**config.mk**
```make
export PLATFORM = sky130hd
export DESIGN_NAME = joy_dir_filter
export DESIGN_NICKNAME = d
export VERILOG_FILES = /design/src/rtl/joy_dir_pkg.sv /design/src/rtl/joy_dir_chan.sv /design/src/rtl/joy_dir_filter.sv
export SDC_FILE = /design/constraint.sdc
export NUM_CORES = 1
export LEC_CHECK = 0
export CORE_AREA = 2 2 87 89
export CTS_CLUSTER_SIZE = 25
export DETAILED_ROUTE_END_ITERATION = 6
export DIE_AREA = 0 0 89 91
export PLACE_DENSITY_LB_ADDON = 0.15
export SYNTH_ARGS = -nofsm -noshare
export SYNTH_HDL_FRONTEND = slang
export SYNTH_SLANG_ARGS = --single-unit
```
**constraint.sdc**
```tcl
create_clock -name clk -period 2.59 [get_ports clk]
set_input_delay 0.259 -clock clk [delete_from_list [all_inputs] [get_ports clk]]
set_output_delay 0.259 -clock clk [all_outputs]
set_load 0.05 [all_outputs]
```
**src/rtl/joy_dir_pkg.sv**
```systemverilog
// Shared types and helpers for the joystick direction conditioner.
// Direction nibble layout: bit3=up, bit2=down, bit1=left, bit0=right.
package joy_dir_pkg;

  typedef enum logic [1:0] {
    MODE_PASS       = 2'd0,
    MODE_FOUR_LAST  = 2'd1,
    MODE_FOUR_FIRST = 2'd2,
    MODE_EIGHT_SOCD = 2'd3
  } mode_e;

  localparam int DIR_UP    = 3;
  localparam int DIR_DOWN  = 2;
  localparam int DIR_LEFT  = 1;
  localparam int DIR_RIGHT = 0;

  // Winner memory for one opposing pair (up/down or left/right).
  // FIRST is the higher-priority member of the pair (up or left).
  typedef enum logic [1:0] {
    PAIR_NONE   = 2'd0,
    PAIR_FIRST  = 2'd1,
    PAIR_SECOND = 2'd2
  } pair_e;

  typedef struct packed {
    pair_e trk;
    logic  first;
    logic  second;
  } pair_res_t;

  // One-hot of the highest-priority pressed bit: up > down > left > right.
  function automatic logic [3:0] prio_pick(input logic [3:0] v);
    logic [3:0] res;
    res = '0;
    if (v[DIR_UP])         res[DIR_UP]    = 1'b1;
    else if (v[DIR_DOWN])  res[DIR_DOWN]  = 1'b1;
    else if (v[DIR_LEFT])  res[DIR_LEFT]  = 1'b1;
    else if (v[DIR_RIGHT]) res[DIR_RIGHT] = 1'b1;
    return res;
  endfunction

  // Resolve one opposing pair: a lone press passes, when both are held the
  // later riser wins, and a simultaneous rise cancels both.
  function automatic pair_res_t socd_resolve(input logic  held_first,
                                             input logic  held_second,
                                             input logic  rise_first,
                                             input logic  rise_second,
                                             input pair_e trk);
    pair_res_t res;
    res.trk    = PAIR_NONE;
    res.first  = held_first & ~held_second;
    res.second = held_second & ~held_first;
    if (held_first && held_second) begin
      if (rise_first && rise_second) res.trk = PAIR_NONE;
      else if (rise_first)           res.trk = PAIR_FIRST;
      else if (rise_second)          res.trk = PAIR_SECOND;
      else                           res.trk = trk;
      res.first  = (res.trk == PAIR_FIRST);
      res.second = (res.trk == PAIR_SECOND);
    end
    return res;
  endfunction

endpackage

```
**src/rtl/joy_dir_chan.sv**
```systemverilog
// One joystick direction channel: input sync (or debounce when
// JOY_DEBOUNCE_EN is defined), 4-way mask FSM, 8-way SOCD pair trackers,
// registered output and a one-cycle change strobe.
module joy_dir_chan
  import joy_dir_pkg::*;
#(
  parameter int DEB_CYCLES = 16
) (
  input  logic       clk,
  input  logic       reset,
  input  mode_e      i_mode,
  input  logic [3:0] i_dir,
  output logic [3:0] o_dir,
  output logic       o_changed
);

  logic [3:0] w_s1;
  logic [3:0] r_s2;
  logic [3:0] w_rise;
  mode_e      r_mode_prev;
  logic       w_mode_chg;
  logic [3:0] r_mask;
  logic [3:0] w_mask_cur;
  logic [3:0] w_mask_next;
  pair_e      r_vt;
  pair_e      r_hz;
  pair_e      w_vt_cur;
  pair_e      w_hz_cur;
  pair_e      w_vt_next;
  pair_e      w_hz_next;
  pair_res_t  w_vt_res;
  pair_res_t  w_hz_res;
  logic [3:0] w_out_next;
  logic [3:0] r_out;
  logic       r_changed;

  genvar gi;

`ifdef JOY_DEBOUNCE_EN
  localparam int             CW      = $clog2(DEB_CYCLES + 1);
  localparam logic [CW-1:0]  DEB_MAX = CW'(DEB_CYCLES);

  for (gi = 0; gi < 4; gi++) begin : g_deb
    logic          r_lvl;
    logic [CW-1:0] r_cnt;

    // Accept a new level only once it has persisted past DEB_CYCLES samples.
    always_ff @(posedge clk) begin
      if (reset) begin
        r_lvl <= 1'b0;
        r_cnt <= '0;
      end else if (i_dir[gi] != r_lvl) begin
        if (r_cnt == DEB_MAX) begin
          r_lvl <= i_dir[gi];
          r_cnt <= '0;
        end else begin
          r_cnt <= r_cnt + 1'b1;
        end
      end else begin
        r_cnt <= '0;
      end
    end

    assign w_s1[gi] = r_lvl;
  end
`else
  logic [3:0] r_s1;

  // First input stage: plain register of the raw directions.
  always_ff @(posedge clk) begin
    if (reset) r_s1 <= '0;
    else       r_s1 <= i_dir;
  end

  assign w_s1 = r_s1;

  // DEB_CYCLES has no effect without debouncing; referenced here so both
  // builds share one parameter list.
  if (DEB_CYCLES < 1) begin : g_deb_unused
  end
`endif

  // Second input stage (for rise detection) and last-seen mode.
  always_ff @(posedge clk) begin
    if (reset) begin
      r_s2        <= '0;
      r_mode_prev <= MODE_PASS;
    end else begin
      r_s2        <= w_s1;
      r_mode_prev <= i_mode;
    end
  end

  assign w_rise     = w_s1 & ~r_s2;
  assign w_mode_chg = (i_mode != r_mode_prev);

  // A mode switch discards history: the next state is computed as if idle,
  // so the output re-derives from the held inputs under the new mode.
  assign w_mask_cur = w_mode_chg ? 4'b0000 : r_mask;
  assign w_vt_cur   = w_mode_chg ? PAIR_NONE : r_vt;
  assign w_hz_cur   = w_mode_chg ? PAIR_NONE : r_hz;

  assign w_vt_res = socd_resolve(w_s1[DIR_UP], w_s1[DIR_DOWN],
                                 w_rise[DIR_UP], w_rise[DIR_DOWN], w_vt_cur);
  assign w_hz_res = socd_resolve(w_s1[DIR_LEFT], w_s1[DIR_RIGHT],
                                 w_rise[DIR_LEFT], w_rise[DIR_RIGHT], w_hz_cur);

  // Next-state and next-output selection for the active mode.
  always_comb begin
    w_mask_next = 4'b0000;
    w_vt_next   = PAIR_NONE;
    w_hz_next   = PAIR_NONE;
    w_out_next  = w_s1;
    case (i_mode)
      MODE_PASS: begin
        w_out_next = w_s1;
      end
      MODE_FOUR_LAST: begin
        if (w_rise != 4'b0000)                   w_mask_next = prio_pick(w_rise);
        else if ((w_s1 & w_mask_cur) == 4'b0000) w_mask_next = prio_pick(w_s1);
        else                                     w_mask_next = w_mask_cur;
        w_out_next = w_s1 & w_mask_next;
      end
      MODE_FOUR_FIRST: begin
        // Idle and released-held both fall back to the best still-held bit.
        if ((w_s1 & w_mask_cur) == 4'b0000) w_mask_next = prio_pick(w_s1);
        else                                w_mask_next = w_mask_cur;
        w_out_next = w_s1 & w_mask_next;
      end
      MODE_EIGHT_SOCD: begin
        w_vt_next  = w_vt_res.trk;
        w_hz_next  = w_hz_res.trk;
        w_out_next = {w_vt_res.first, w_vt_res.second,
                      w_hz_res.first, w_hz_res.second};
      end
      default: begin
        w_out_next = w_s1;
      end
    endcase
  end

  // Filter state, registered output and change strobe.
  always_ff @(posedge clk) begin
    if (reset) begin
      r_mask    <= 4'b0000;
      r_vt      <= PAIR_NONE;
      r_hz      <= PAIR_NONE;
      r_out     <= 4'b0000;
      r_changed <= 1'b0;
    end else begin
      r_mask    <= w_mask_next;
      r_vt      <= w_vt_next;
      r_hz      <= w_hz_next;
      r_out     <= w_out_next;
      r_changed <= (w_out_next != r_out);
    end
  end

  assign o_dir     = r_out;
  assign o_changed = r_changed;

endmodule

```
**src/rtl/joy_dir_filter.sv**
```systemverilog
// Multi-player joystick direction conditioner: NUM_PLAYERS independent
// channels, each with a runtime mode (pass / 4-way last / 4-way first /
// 8-way SOCD). Optional input debouncing is enabled by JOY_DEBOUNCE_EN.
module joy_dir_filter
  import joy_dir_pkg::*;
#(
  parameter int NUM_PLAYERS = 2,
  parameter int DEB_CYCLES  = 16
) (
  input  logic                     clk,
  input  logic                     reset,
  input  logic [2*NUM_PLAYERS-1:0] mode,
  input  logic [4*NUM_PLAYERS-1:0] dir_in,
  output logic [4*NUM_PLAYERS-1:0] dir_out,
  output logic [NUM_PLAYERS-1:0]   changed
);

  genvar gi;

  for (gi = 0; gi < NUM_PLAYERS; gi++) begin : g_chan
    mode_e w_mode;

    assign w_mode = mode_e'(mode[2*gi +: 2]);

    joy_dir_chan #(
      .DEB_CYCLES (DEB_CYCLES)
    ) u_chan (
      .clk       (clk),
      .reset     (reset),
      .i_mode    (w_mode),
      .i_dir     (dir_in[4*gi +: 4]),
      .o_dir     (dir_out[4*gi +: 4]),
      .o_changed (changed[gi])
    );
  end

endmodule

```
==> impl_summary.md <==
Floorplan
Pin placement for this block handled 24 I/O pins. The number of standard-cell rows in the floorplan is 31. The core outline area is 0.007137 mm2.

Measured along the y axis, the die boundary spans 91 um. The die covers 0.008099 mm2. For this configuration, the core starts out at a cell density of 0.3901. The width of the die is 89 um.

Logic synthesis
The flop and latch count out of synthesis is 46. The post-synthesis area per instance is 8.411 um2. Synthesis produced a netlist whose cell count is 331.

Synthesis produced a netlist with a net count of 353. The share of the Yosys chip area taken by registers is 0.3308. Yosys printed 0 warnings. The total standard cell area after synthesis is 0.002784 mm2.

The count of flip-flops with a built-in enable after synthesis is 0. The proportion of register bits with asynchronous set or reset after synthesis is 0. Synthesis instantiated 61 different standard cells from the library.

The top flip-flop cell by instance count after synthesis is sky130_fd_sc_hd__dfxtp_1.

Clock tree
In this run the deepest clock path goes through 2 buffers. The post-CTS setup buffer count is 0. The clock reaches the later pin of the worst-skew pair after 0.29 ns. The number of buffers inserted for hold repair after clock tree synthesis is 0.

After clock tree synthesis, the clock-pin slew on the worst setup and hold paths is 0.08 ns. The number of clock sinks is 46. The number of H-tree levels is 2. Buffers inserted during clock tree synthesis total 5.

The clock tree from TritonCTS is built. The post-cts repair resize count is 0. The root buffer cell chosen for the clock tree is sky130_fd_sc_hd__clkbuf_8.

Cells and area
Once layout is done, the placed cells without fillers occupy 0.003358 mm2. The final net count is 396. The most common cell after layout, fill and taps aside is sky130_fd_sc_hd__dfxtp_1.

The total inserted antenna cells is 0. The number of fill cells in the layout is 729. In the layout the commonest cells are 46 x sky130_fd_sc_hd__dfxtp_1, 35 x sky130_fd_sc_hd__nor2b_1, 30 x sky130_fd_sc_hd__buf_4. Of the cells placed in the final design, the portion with a size suffix greater than 1 is 0.1206. The relative area change from synthesis to final layout is 20.63%.

Global route
The number of global-route vias before repair is 2397. The first global-routing pass estimated 12150 um of wire. The number of antenna violations at the first check in global routing came to 0. The global route total overflow is 0. The pin count of the biggest net entering global routing is 16. For this run, the total global-route usage over all layers was measured as 0.1888.

Detailed routing
Summed over all nets, wire length on met2 after detailed routing comes to 2946 um. The number of violations reported at the end of detailed-routing iteration 0 is 363. The routed length on met1 is 3775 um. Detailed routing inserted a total of 2623 vias. The number of routed nets with antenna violations is 0. In the routed design, unresolved DRC markers number 0. The detail-routed net length per standard cell is 15.23 um. The pre-antenna-repair detailed-routing pass consisted of 5 iterations. The highest layer used for signal routing is met4. The detailed-route wire length is 7187 um. The detailed-routed wire length on met3 is 395 um. In the routed layout, each cell is associated on average with a via count of 5.557.

STA
The number of hold violations in the final report was 0. The ratio of final minimum period to clock period is 0.8755. Setup repair after global routing left no endpoint under its margin. The final worst clock skew is 0.004657 ns.

The setup violation total in the final timing report is 0. Derived from the worst setup path, the maximum achievable clock frequency is 441.0 MHz. The transition time of the tightest slew-check pin is 0.5341 ns. The number of max-slew violations in the final report is 0. The clock period minus final worst setup slack is 2.268 ns. In this run the tightest slew margin relative to its limit is 0.6440.

The final-layout setup total negative slack is 0 ns.

Setup path
In this design, the largest share of critical-path delay is due to buffers and inverters. Counting both buffers and inverters, the worst setup path holds a total of 2. Of all nets on the critical path, the largest fanout is 6.

The worst setup path is captured at a flip-flop. Among all stages on the critical path, the largest delay is contributed by sky130_fd_sc_hd__clkdlybuf4s50_1. The delay of the slowest critical-path stage is 0.53 ns.

The critical path goes through clkdlybuf4s50_1 -> xor2_2 -> buf_4 -> nor3_1 -> mux2i_1 -> o211ai_1 -> a221oi_1 -> a41oi_1. STA classifies the critical path startpoint as an input pin. By startpoint and endpoint, the worst setup path is classified as in2reg.

The origin of the critical flop-to-flop path is g_chan[0].u_chan.r_s1[1]. The flop-to-flop setup slack is 0.35 ns. The worst register-to-register path ends at g_chan[0].u_chan.o_changed. The data arrival time at the worst-slack endpoint is 2.42 ns. At the worst endpoint, the required time is 2.75 ns.

Counting cells, the worst reg-to-reg path comes to 6.

Worst hold path
The worst hold path begins at g_chan[1].u_chan.r_vt[1]. The classification of the worst-slack hold path is reg2reg. The end of the worst hold path is g_chan[1].u_chan.r_vt[1]. The cell count of the worst hold path is 2.

Run
The reported max-cap violation count is 0.

Pwr
The register share of total power is 0.485. The maximum vdd drop is 0.1956 mV. The reported leakage power is 1.237 nW. The clock network fraction of design power is 0.272. The switching power share of the total is 0.2942. In this run the power spent charging and discharging nets is 460.2 uW.

The share of total power dissipated in combinational logic is 0.243. Cell internal power was estimated by the tool at 1.104 mW. Power spread over the standard cell area amounts to 465.8 mW/mm2.

Place
The final RePlAce weighted congestion is 0.8659. Buffers placed on the I/O ports in this run total 23. The placed wire-length estimate after detailed placement is 5564 um.

The instance area at placement is 0.003276 mm2.

Status
The run finished with clean final reports.
==> cells by family (layout without fill, tap and decap cells) <==
kind of cell / after synthesis / in the layout / synth area share
flops: 46 / 46 / 0.3308
simple gates: 136 / 136 / 0.2670
mux: 9 / 9 / 0.03596
compound gates: 91 / 91 / 0.2450
fa+ha+maj: 8 / 8 / 0.03596
buf+inv: 32 / 74 / 0.05168
xor+xnor: 9 / 9 / 0.03371
==> cells in the mapped netlist (all sizes together) (2+ instances only) <==
cell,n,area (um2)
nor2,24,90.09
dfxtp,46,920.9
xnor2,5,43.79
o311ai,2,17.52
o22ai,3,18.77
a41oi,3,26.28
mux2i,7,70.07
nand2,18,67.56
inv,15,56.30
a2bb2oi,2,17.52
a21oi,19,95.09
o21ai,8,40.04
o21a,4,30.03
nor4b,5,43.79
a222oi,2,20.02
o211ai,6,45.04
nand2b,11,68.82
xor2,4,50.05
clkbuf,11,41.29
a221oi,2,17.52
nor2b,35,219.0
mux2,2,30.03
o31ai,5,37.54
nor4,7,43.79
nor3,16,80.08
a21o,3,22.52
nand3,5,25.02
a41o,2,20.02
a31oi,5,31.28
buf,6,46.28
a211oi,7,75.07
ha,8,100.1
nand4,3,18.77
o31a,3,26.28
and2,6,37.54
o2111a,2,22.52
==> worst min-delay path: cells and delay by family, from the launching register on <==
kind	cells	cell delay, ns
DFF	1	0.33
and+or+nand+nor	1	0.06
AOI/OAI and AO/OA	1	0.05
==> stage by stage <==
stage / util / hold slack [ns] / setup WS [ns] / instances / total power, mW
global route: 0.4705 / 0.5217 / 0.1769 / 472 / 1.649
global placement: 0.4590 / 0.4670 / 0.08524 / 466 / 1.150
floorplan: - / 0.3381 / 0.6295 / 331 / 1.016
CTS: 0.4705 / 0.4806 / 0.3580 / 472 / 1.586
finish: 0.4705 / 0.4842 / 0.3223 / 472 / 1.564
detailed placement: 0.4590 / 0.4695 / 0.07898 / 466 / 1.150
==> layer usage <==
layer | vias to the layer above | GRT usage
met1 | 1227 | 0.3148
li1 | 1294 | -
met3 | 10 | 0.02182
met4 | 0 | 0.04478
met5 | - | 0
met2 | 92 | 0.2525
==> power by group through the flow <==
stage | logic (mW) | clock network, mW | registers, mW
after global placement | 0.375 | 0 | 0.775
after floorplan | 0.236 | 0 | 0.780
after global routing | 0.414 | 0.471 | 0.764
final | 0.380 | 0.425 | 0.759
after CTS | 0.375 | 0.452 | 0.759
after detailed placement | 0.374 | 0 | 0.775
==> flip-flops by register name, summed over array words and instances (netlist names) <==
register,flops
g_chan.u_chan.o_changed,2
g_chan.u_chan.r_hz,4
g_chan.u_chan.r_vt,4
g_chan.u_chan.r_mask,8
g_chan.u_chan.r_mode_prev,4
g_chan.u_chan.o_dir,8
g_chan.u_chan.r_s1,8
g_chan.u_chan.r_s2,8
==> worst max path at each step <==
stage	startpoint	to	depth (start not counted)
finish	mode[2]	g_chan[1].u_chan.o_changed	8
global route	mode[2]	g_chan[1].u_chan.o_changed	8
CTS	g_chan[0].u_chan.r_s1[1]	g_chan[0].u_chan.o_changed	6
detailed placement	mode[2]	g_chan[1].u_chan.o_changed	8
global placement	mode[2]	g_chan[1].u_chan.o_changed	8
floorplan	g_chan[1].u_chan.r_s1[0]	g_chan[1].u_chan.o_changed	7
==> cell type report <==
type,count,area [um2],area share
tap,99,123.9,0.03689
timing repair buffer,53,455.4,0.1356
inverter,15,56.30,0.01677
sequential,46,920.9,0.2742
multi-input combinational,253,1719,0.5119
clock buffer,6,82.58,0.02459
No activity file was read; power rests on OpenSTA's default activity.
